--- config.mk ---
export PLATFORM = sky130hd
export DESIGN_NAME = priority_queue_sync_flat
export DESIGN_NICKNAME = d
export VERILOG_FILES = /design/src/rtl/priority_queue_sync_pkg.sv /design/src/rtl/priority_queue_sync_if.sv /design/src/rtl/priority_queue_sync_slot.sv /design/src/rtl/priority_queue_sync.sv /design/src/flat_wrapper.sv
export SDC_FILE = /design/constraint.sdc
export NUM_CORES = 1
export LEC_CHECK = 0
export CORE_ASPECT_RATIO = 1.5
export CORE_MARGIN = 1.5
export CORE_UTILIZATION = 30
export DETAILED_ROUTE_END_ITERATION = 12
export DONT_BUFFER_PORTS = 1
export GPL_TIMING_DRIVEN = 0
export PLACE_DENSITY_LB_ADDON = 0.12
export SYNTH_ARGS = -nofsm -noshare
export SYNTH_HDL_FRONTEND = slang
export SYNTH_HIERARCHICAL = 1
export SYNTH_SLANG_ARGS = --single-unit
--- constraint.sdc ---
create_clock -name clk -period 8.3 [get_ports clk]
set_clock_uncertainty 0.15 [all_clocks]
set_input_delay 1.66 -clock clk [delete_from_list [all_inputs] [get_ports clk]]
set_output_delay 1.66 -clock clk [all_outputs]
set_load 0.05 [all_outputs]
--- src/rtl/priority_queue_sync_pkg.sv ---
// Shared constants, op decode type and priority compare
// for the clocked priority queue.
package pq_pkg;

    localparam int PQ_MIN_FIRST = 0;
    localparam int PQ_MAX_FIRST = 1;
    localparam int PQ_KEY_W     = 32;

    typedef enum logic [1:0] {
        OP_HOLD,
        OP_ENQ,
        OP_DEQ,
        OP_BOTH
    } pq_op_t;

    function automatic logic higher_prio(
        input logic [PQ_KEY_W-1:0] a,
        input logic [PQ_KEY_W-1:0] b,
        input logic                mode
    );
        return mode ? (a > b) : (a < b);
    endfunction

endpackage

--- src/rtl/priority_queue_sync_if.sv ---
// Producer/consumer bundle of the priority queue.
// master drives requests, slave is the queue.
interface priority_queue_sync_if #(
    parameter int WIDTH = 8,
    parameter int DEPTH = 8
);
    localparam int CW = $clog2(DEPTH + 1);

    logic             enqueue_sig;
    logic             dequeue_sig;
    logic [WIDTH-1:0] data_in;
    logic [WIDTH-1:0] data_out;
    logic             empty;
    logic             full;
    logic [CW-1:0]    count;
    logic             overflow;
    logic             underflow;

    modport master (
        output enqueue_sig, dequeue_sig, data_in,
        input  data_out, empty, full, count,
        input  overflow, underflow
    );

    modport slave (
        input  enqueue_sig, dequeue_sig, data_in,
        output data_out, empty, full, count,
        output overflow, underflow
    );

endinterface

--- src/rtl/priority_queue_sync_slot.sv ---
// One storage slot: own compare plus a four-way
// next-value select (hold / data_in / upper / lower).
module pq_slot
    import pq_pkg::*;
#(
    parameter int WIDTH = 8,
    parameter int MODE  = PQ_MIN_FIRST,
    parameter bit HEAD  = 1'b0
) (
    input  logic             clk,
    input  logic             rst,
    input  pq_op_t           i_op,
    input  logic [WIDTH-1:0] i_data,
    input  logic [WIDTH-1:0] i_upper,
    input  logic [WIDTH-1:0] i_lower,
    input  logic             i_valid,
    input  logic             i_cmp_upper,
    input  logic             i_cmp_lower,
    output logic [WIDTH-1:0] o_entry,
    output logic             o_cmp
);

    logic [WIDTH-1:0] r_entry;
    logic [WIDTH-1:0] w_next;
    logic             w_cmp;

    // An empty slot counts as beaten, so the insertion
    // point is always the first slot with w_cmp set.
    assign w_cmp = !i_valid || higher_prio(
        PQ_KEY_W'(i_data), PQ_KEY_W'(r_entry),
        MODE == PQ_MAX_FIRST);

    always_comb begin
        w_next = r_entry;
        unique case (i_op)
            OP_ENQ: begin
                if (w_cmp)
                    w_next = i_cmp_upper ? i_upper : i_data;
            end
            OP_DEQ: w_next = i_lower;
            // Head leaves: slots before the new insertion
            // point pull up, slots after it keep their entry.
            OP_BOTH: begin
                if (!i_cmp_lower)
                    w_next = i_lower;
                else if (!HEAD && w_cmp)
                    w_next = r_entry;
                else
                    w_next = i_data;
            end
            default: w_next = r_entry;
        endcase
    end

    always_ff @(posedge clk or posedge rst) begin
        if (rst)
            r_entry <= '0;
        else
            r_entry <= w_next;
    end

    assign o_entry = r_entry;
    assign o_cmp   = w_cmp;

endmodule

--- src/rtl/priority_queue_sync.sv ---
// Sorted priority queue: slot array plus count,
// status flags and the enqueue/dequeue decode.
module priority_queue_sync
    import pq_pkg::*;
#(
    parameter int WIDTH = 8,
    parameter int DEPTH = 8,
    parameter int MODE  = PQ_MIN_FIRST
) (
    input logic                  clk,
    input logic                  rst,
    priority_queue_sync_if.slave bus
);

    localparam int CW = $clog2(DEPTH + 1);

    logic [CW-1:0]    r_count;
    logic             r_empty;
    logic             r_full;
    logic             r_ovf;
    logic             r_udf;
    pq_op_t           w_op;
    logic             w_ovf;
    logic             w_udf;
    logic [CW-1:0]    w_cnt_nxt;
    logic [WIDTH-1:0] w_entry [DEPTH+1];
    logic             w_cmp   [DEPTH+1];
    logic [WIDTH-1:0] w_up    [DEPTH];
    logic             w_cup   [DEPTH];
    logic             w_enq;
    logic             w_deq;

    assign w_enq = bus.enqueue_sig;
    assign w_deq = bus.dequeue_sig;

    always_comb begin
        w_op  = OP_HOLD;
        w_ovf = 1'b0;
        w_udf = 1'b0;
        unique case (1'b1)
            (w_enq && w_deq && !r_empty): w_op = OP_BOTH;
            (w_enq && w_deq && r_empty): begin
                w_op  = OP_ENQ;
                w_udf = 1'b1;
            end
            (w_enq && !w_deq && !r_full): w_op = OP_ENQ;
            (w_enq && !w_deq && r_full): w_ovf = 1'b1;
            (!w_enq && w_deq && !r_empty): w_op = OP_DEQ;
            (!w_enq && w_deq && r_empty): w_udf = 1'b1;
            default: w_op = OP_HOLD;
        endcase
    end

    always_comb begin
        w_cnt_nxt = r_count;
        if (w_op == OP_ENQ)
            w_cnt_nxt = r_count + 1'b1;
        else if (w_op == OP_DEQ)
            w_cnt_nxt = r_count - 1'b1;
    end

    always_ff @(posedge clk or posedge rst) begin
        if (rst) begin
            r_count <= '0;
            r_empty <= 1'b1;
            r_full  <= 1'b0;
            r_ovf   <= 1'b0;
            r_udf   <= 1'b0;
        end else begin
            r_count <= w_cnt_nxt;
            r_empty <= (w_cnt_nxt == '0);
            r_full  <= (w_cnt_nxt == CW'(DEPTH));
            r_ovf   <= w_ovf;
            r_udf   <= w_udf;
        end
    end

    // Beyond the tail: an always-beaten empty slot.
    assign w_entry[DEPTH] = '0;
    assign w_cmp[DEPTH]   = 1'b1;

    for (genvar g = 0; g < DEPTH; g++) begin : g_slot
        if (g == 0) begin : g_head
            assign w_up[g]  = '0;
            assign w_cup[g] = 1'b0;
        end else begin : g_body
            assign w_up[g]  = w_entry[g-1];
            assign w_cup[g] = w_cmp[g-1];
        end

        pq_slot #(
            .WIDTH (WIDTH),
            .MODE  (MODE),
            .HEAD  (g == 0)
        ) u_slot (
            .clk         (clk),
            .rst         (rst),
            .i_op        (w_op),
            .i_data      (bus.data_in),
            .i_upper     (w_up[g]),
            .i_lower     (w_entry[g+1]),
            .i_valid     (CW'(g) < r_count),
            .i_cmp_upper (w_cup[g]),
            .i_cmp_lower (w_cmp[g+1]),
            .o_entry     (w_entry[g]),
            .o_cmp       (w_cmp[g])
        );
    end

    assign bus.data_out  = w_entry[0];
    assign bus.empty     = r_empty;
    assign bus.full      = r_full;
    assign bus.count     = r_count;
    assign bus.overflow  = r_ovf;
    assign bus.underflow = r_udf;

endmodule

--- src/flat_wrapper.sv ---
// flat-port wrapper written by rule: the top's interface ports become plain ports
module priority_queue_sync_flat import pq_pkg::*;
#(
    parameter int WIDTH = 8,
    parameter int DEPTH = 8,
    parameter int MODE  = PQ_MIN_FIRST
)
  (clk, rst, bus_enqueue_sig, bus_dequeue_sig, bus_data_in, bus_data_out, bus_empty, bus_full, bus_count, bus_overflow, bus_underflow);
  priority_queue_sync_if #(.WIDTH(WIDTH), .DEPTH(DEPTH)) bus_i ();
  input logic clk;
  input logic rst;
  input wire logic [$bits(bus_i.enqueue_sig)-1:0] bus_enqueue_sig;
  input wire logic [$bits(bus_i.dequeue_sig)-1:0] bus_dequeue_sig;
  input wire logic [$bits(bus_i.data_in)-1:0] bus_data_in;
  output wire logic [$bits(bus_i.data_out)-1:0] bus_data_out;
  output wire logic [$bits(bus_i.empty)-1:0] bus_empty;
  output wire logic [$bits(bus_i.full)-1:0] bus_full;
  output wire logic [$bits(bus_i.count)-1:0] bus_count;
  output wire logic [$bits(bus_i.overflow)-1:0] bus_overflow;
  output wire logic [$bits(bus_i.underflow)-1:0] bus_underflow;
  assign bus_i.enqueue_sig = bus_enqueue_sig;
  assign bus_i.dequeue_sig = bus_dequeue_sig;
  assign bus_i.data_in = bus_data_in;
  assign bus_data_out = bus_i.data_out;
  assign bus_empty = bus_i.empty;
  assign bus_full = bus_i.full;
  assign bus_count = bus_i.count;
  assign bus_overflow = bus_i.overflow;
  assign bus_underflow = bus_i.underflow;
  priority_queue_sync #(.WIDTH(WIDTH), .DEPTH(DEPTH), .MODE(MODE)) u_core (.clk(clk), .rst(rst), .bus(bus_i));
endmodule
# Word level (Yosys, flattened, before mapping)
# Index checks and enable logic that the tools add are counted.
dict set report classes {
  n_addsub 2
  multipliers 0
  div 0
  magnitude_cmp 16
  n_eq_ne 7
  n_shift 0
  mux 30
  bitwise_logic 0
  n_reduce_logical 36
}
# cell count
set op_table {}
lappend op_table {{8-bit one-hot mux with 3 select lines} 8}
lappend op_table {{8-bit two-way mux} 17}
lappend op_table {{8-bit less-than comparator} 8}
lappend op_table {{3-bit by 4-bit less-than comparator with 1-bit output, first input constant} 4}
lappend op_table {{1-bit zero test} 12}
lappend op_table {{1-bit logical AND} 9}
lappend op_table {{1-bit logical OR} 8}
lappend op_table {{1-bit by 4-bit less-than comparator with 1-bit output, first input constant} 2}
lappend op_table {{2-bit by 4-bit less-than comparator with 1-bit output, first input constant} 2}
lappend op_table {{4-bit two-way mux} 2}
lappend op_table {{2-bit != test, second input constant} 3}
lappend op_table {{2-bit one-hot mux with 3 select lines} 1}
lappend op_table {{2-bit AND reduction} 3}
lappend op_table {{4-bit by 1-bit adder with 4-bit output, second input constant} 1}
lappend op_table {{2-bit == test, second input constant} 2}
lappend op_table {{4-bit == test, second input constant} 1}
lappend op_table {{4-bit zero test} 1}
lappend op_table {{2-bit OR reduction} 2}
lappend op_table {{4-bit by 1-bit subtractor with 4-bit output, second input constant} 1}
lappend op_table {{3-bit nonzero test} 1}
lappend op_table {{2-bit by 1-bit == test with 1-bit output, second input constant} 1}
lappend op_table {{1-bit two-way mux} 2}
dict set report totals {
  register_bits 72
  latch_bits 0
  mem_bits_rw 0
  romBits 0
  in_bits 12
  output_inout_bits 16
  elab_cells 104
  memories 0
}

# Longest topological paths before layout
dict set report logic_depth {
  word_depth 9
  ltp_mapped 12
  mapped_depth_nobuf 11
}

# Cells and area by module
# Netlist, hierarchy kept.
# module instances cells_per_inst area_per_inst_um2 seq_area_each_um2
set modules_own_cells {}
lappend modules_own_cells {{pq_slot (u_core.g_slot[1].u_slot ...)} 7 70 698.2 200.2}
lappend modules_own_cells {{pq_slot (u_core.g_slot[0].u_slot)} 1 93 745.7 200.2}
lappend modules_own_cells {priority_queue_sync 1 61 545.5 201.4}

# Least setup slack after synthesis
# No wires, ideal clock.
dict set report synth_timing {
  path_type {input port to flip-flop}
  startpoint {in bus_data_in[2]}
  endpoint {reg u_core.g_slot[3].u_slot.r_entry[0]}
  setup_time_ps 125
  arrival_time_ps 3660
  required_time_ps 8025
  path_slack_ps 4364
  cell_stages 11
  n_path_buf 1
  path_cell_list {ha_1 or2_2 a21oi_1 nor3_1 o21ai_0 nor2b_1 clkbuf_1 nor2_1 nand2_1 nand2_1 mux2_4}
}
# item line_no
set synth_rtl {}
lappend synth_rtl {{start, declared} flat_wrapper.sv:14} ;# input wire logic [$bits(bus_i.data_in)-1:0] bus_data_in;
lappend synth_rtl {{end signal, assigned} priority_queue_sync_slot.sv:59} ;# r_entry <= w_next;
lappend synth_rtl {{end, declared} priority_queue_sync_slot.sv:23} ;# logic [WIDTH-1:0] r_entry;

==> summary.md <==
| Metric | Value |
|---|---|
| Pre-antenna DRT Iters | `4` |
| Fin. max-slew vios | `0` |
| EDFF count, synth | `0` |
| Pin count of the biggest net entering global routing | `31` |
| Most common cell after layout, fill and taps aside | `inv_1` |
| Multi-input combinational cell area | `3940 um^2` |
| Global-route met3 utilization | `1.91%` |
| Ant diodes | `0` |
| Maximum buffer depth of the clock tree | `2` |
| Drt drc | `0` |
| Worst setup path start | `bus_data_in[2]` |
| Vias in the first global route | `5163` |
| Cell row count | `64` |
| Die height | `179 um` |
| Crit path max fanout | `17` |
| GP Congestion | `0.765` |
| GRT overflow | `0` |
| Initial antenna violation count | `0` |
| Met2 Use GR | `37.3%` |
| Worst-Skew Late Latency | `0.34 ns` |
| Met1 Usage GRT | `17.7%` |
| Register Area | `1800 um^2` |
| CP Launch Type | `input pin` |
| # resized after CTS | `0` |
| Worst-path clk slew | `0.06 ns` |
| Layout area overhead | `11.7%` |
| Crit path capture type | `flip-flop` |
| ANT nets after route | `0` |
| Vias | `4898` |
| CP Class | `input pin to flip-flop` |
| Crit path buf inv count | `1` |
| Largest stage delay on the critical path | `0.50 ns` |
| Total negative slack | `0 ns` |
| Synth Warn # | `6` |
| Post-DR vias/cell | `5.21` |
| Detailed Route Iter0 Violations | `152` |
| Max Clock Freq | `0.225 GHz` |
| PortBufs | `0` |
| Setup bufs post-CTS | `0` |
| Post-Synth XOR/XNOR Area | `0.547%` |
| Layout fillers | `2107` |
| CP delay by family, top | `simple AND/OR/NAND/NOR gates` |
| Layout cells sized above 1 | `10.9%` |
| GRT Total Usage | `17.9%` |
| Max cap viols | `0` |
| Grt peak-use layer | `met2` |
| Period utilization | `53.5%` |
| Leak Pwr | `3.37 nW` |
| Register area share after synthesis | `29.2%` |
| # IOs | `28` |
| Number of buffers created by CTS | `9` |
| Max VDD drop | `0.000164 V` |
| Per-cell routed wire length | `19.4 um` |
| Post-Layout Cell Count | `941` |
| DP HPWL | `14500 um` |
| Critical Path Slowest Stage Cell | `o21ai_0` |
| Most frequent cells in the layout | `inv_1, dfrtp_1, a21oi_1` |
| CTS tree | `built` |
| DIE WIDTH | `120 um` |
| #FFs+latches synth | `72` |
| Dpl cells | `925` |
| Status | `finished clean` |
| Ys async rst share | `100%` |
| Worst-margin pin slew | `1.02 ns` |
| Detailed Route WL | `18300 um` |
| CTS sink count | `72` |
| Setup WS pre-CTS | `3.51 ns` |
| Mux contribution to synthesized area | `14.1%` |
| Starting Density | `30.5%` |
| CTS Hold Buffers Added | `0` |
| Setup ws final | `3.86 ns` |
| Most Frequent Cell on Critical Path | `nand2_1` |
| Final Net Count | `743` |
| Root Driver | `clkbuf_16` |
| Tmin final | `4.44 ns` |
| Adder-cell share of the synthesized area | `11.9%` |
| Worst Hold Class | `flip-flop to flip-flop` |
| Combinational family with the most area after synthesis | `compound AO/OA/AOI/OAI gates` |
| Worst Hold Launch | `u_core/g_slot[7].u_slot/o_entry[3]` |
| CORE AREA | `20300 um^2` |
| Avg Inst Size Synth | `9.59 um^2` |
| RSZ-0062 raised after global routing | `false` |
| H-Tree Depth | `3` |
| Slew headroom | `31.7%` |
| Post-synthesis simple-gate area fraction | `11.3%` |
| Worst EP arrival | `4.52 ns` |
| Instance count of the mapped netlist | `644` |
| Die Area | `21500 um^2` |
| Top_reg_cell synth | `dfrtp_1` |
| CP Data Required Time | `8.38 ns` |
| Worst path cell trace | `ha_1 > or2_2 > a21oi_1 > nor3_1 > o21ai_0 > nor2b_1 > clkbuf_1 > nor2_1 > nand2_1 > nand2_1 > mux2_4` |
| First-pass GRT wire length | `28900 um` |
| Pwr/cell area | `466 nW/um^2` |
| Setup violators final | `0` |
| Cell Area, Synth | `6180 um^2` |
| Worst r2r src | `u_core/g_slot[2].u_slot/o_entry[2]` |
| Final hold viol count | `0` |
| Yosys cell types | `45` |
| Compound-gate portion of the synthesized area | `24.7%` |
## report_power, final
part	internal [mW]	switching (mW)
registers	0.544	0.325
clock network	0.273	0.166
logic	0.899	1.01
total	1.72	1.50
## cells by family (layout without fill, tap and decap cells)
logic type,count (synthesis),after routing
compound gates,192,192
simple gates,136,136
buf+inv,101,117
mux,79,79
flops,72,72
fa+ha+maj,59,59
xor+xnor,3,3
other cells,2,19
## through the flow
stage	hold WS, ns	util, %	power, mW	area [um^2]
after floorplan	0.356	-	2.34	6240
after CTS	0.428	34.1	3.26	6900
after global routing	0.453	34.1	3.49	6900
final	0.432	34.1	3.22	6900
after detailed placement	0.408	32.4	2.81	6570
after global placement	0.401	32.4	2.74	6570
## per-layer routing
layer,vias to the layer above,share of wire [%],wire [um]
met3,23,1.7,318
met4,0,2.3,420
met2,63,59,10700
met5,-,0,0
li1,2376,-,-
met1,2436,37,6770
## area by class of cell
type	count	area share, %
well taps	264	4.79
inverters	80	4.35
clock buffers	10	3.46
plain buffers	21	2.86
multi-input cells	488	57.1
flip-flops and latches	72	26.1
clock inverters	6	1.32
## worst paths after layout
| check | to | cells past startpoint | slack (ns) |
|---|---|---|---|
| worst max-delay path | u_core/g_slot[3].u_slot/o_entry[0] | 11 | 3.86 |
| max in group asynchronous | u_core/g_slot[0].u_slot/o_entry[3] | 1 | 6.68 |
| worst min register to register | u_core/g_slot[7].u_slot/o_entry[3] | 2 | 0.43 |
| worst max register to register | u_core/g_slot[3].u_slot/o_entry[0] | 12 | 4.72 |
| min in group asynchronous | u_core/bus.overflow | 1 | 1.00 |
| worst min-delay path | u_core/g_slot[7].u_slot/o_entry[3] | 2 | 0.43 |
## cell usage after synthesis (7+ instances only)
library cell	count	area, um^2
mux2_4	14	210
nand4_1	9	56.3
mux2i_1	58	581
inv_1	80	300
dfrtp_1	71	1780
a2111oi_4	7	193
mux2_1	7	78.8
or2_2	7	43.8
a22o_1	49	429
a21boi_2	7	78.8
nand2b_1	19	119
nor3_1	7	35.0
o21ai_0	19	95.1
clkbuf_1	12	45.0
nor2b_1	9	56.3
o211ai_1	8	60.1
a21oi_1	61	305
nand3_1	9	45.0
nand2_1	50	188
a22oi_1	7	52.6
a32oi_1	7	61.3
a211o_1	7	61.3
ha_1	59	738
nor2_1	12	45.0
buf_12	7	140
o211ai_2	7	87.6
and2b_1	7	52.6
## worst register-to-register path: stages (launching register included)
cell and delay [ns]:
dfrtp_1 0.39, inv_1 0.09, ha_1 0.26, or2_2 0.27
a21oi_1 0.41, nor3_1 0.10, o21ai_0 0.50, nor2b_1 0.20
clkbuf_1 0.39, nor2_1 0.27, nand2_1 0.13, nand2_1 0.06
mux2_4 0.25
## flip-flops by register name, summed over array words and instances, names as in the netlist
register,count
u_core/g_slot.u_slot/o_entry,64
u_core/bus.count,4
u_core/bus.empty,1
u_core/bus.full,1
u_core/bus.overflow,1
u_core/bus.underflow,1
Power figures use the tool's default switching activity.
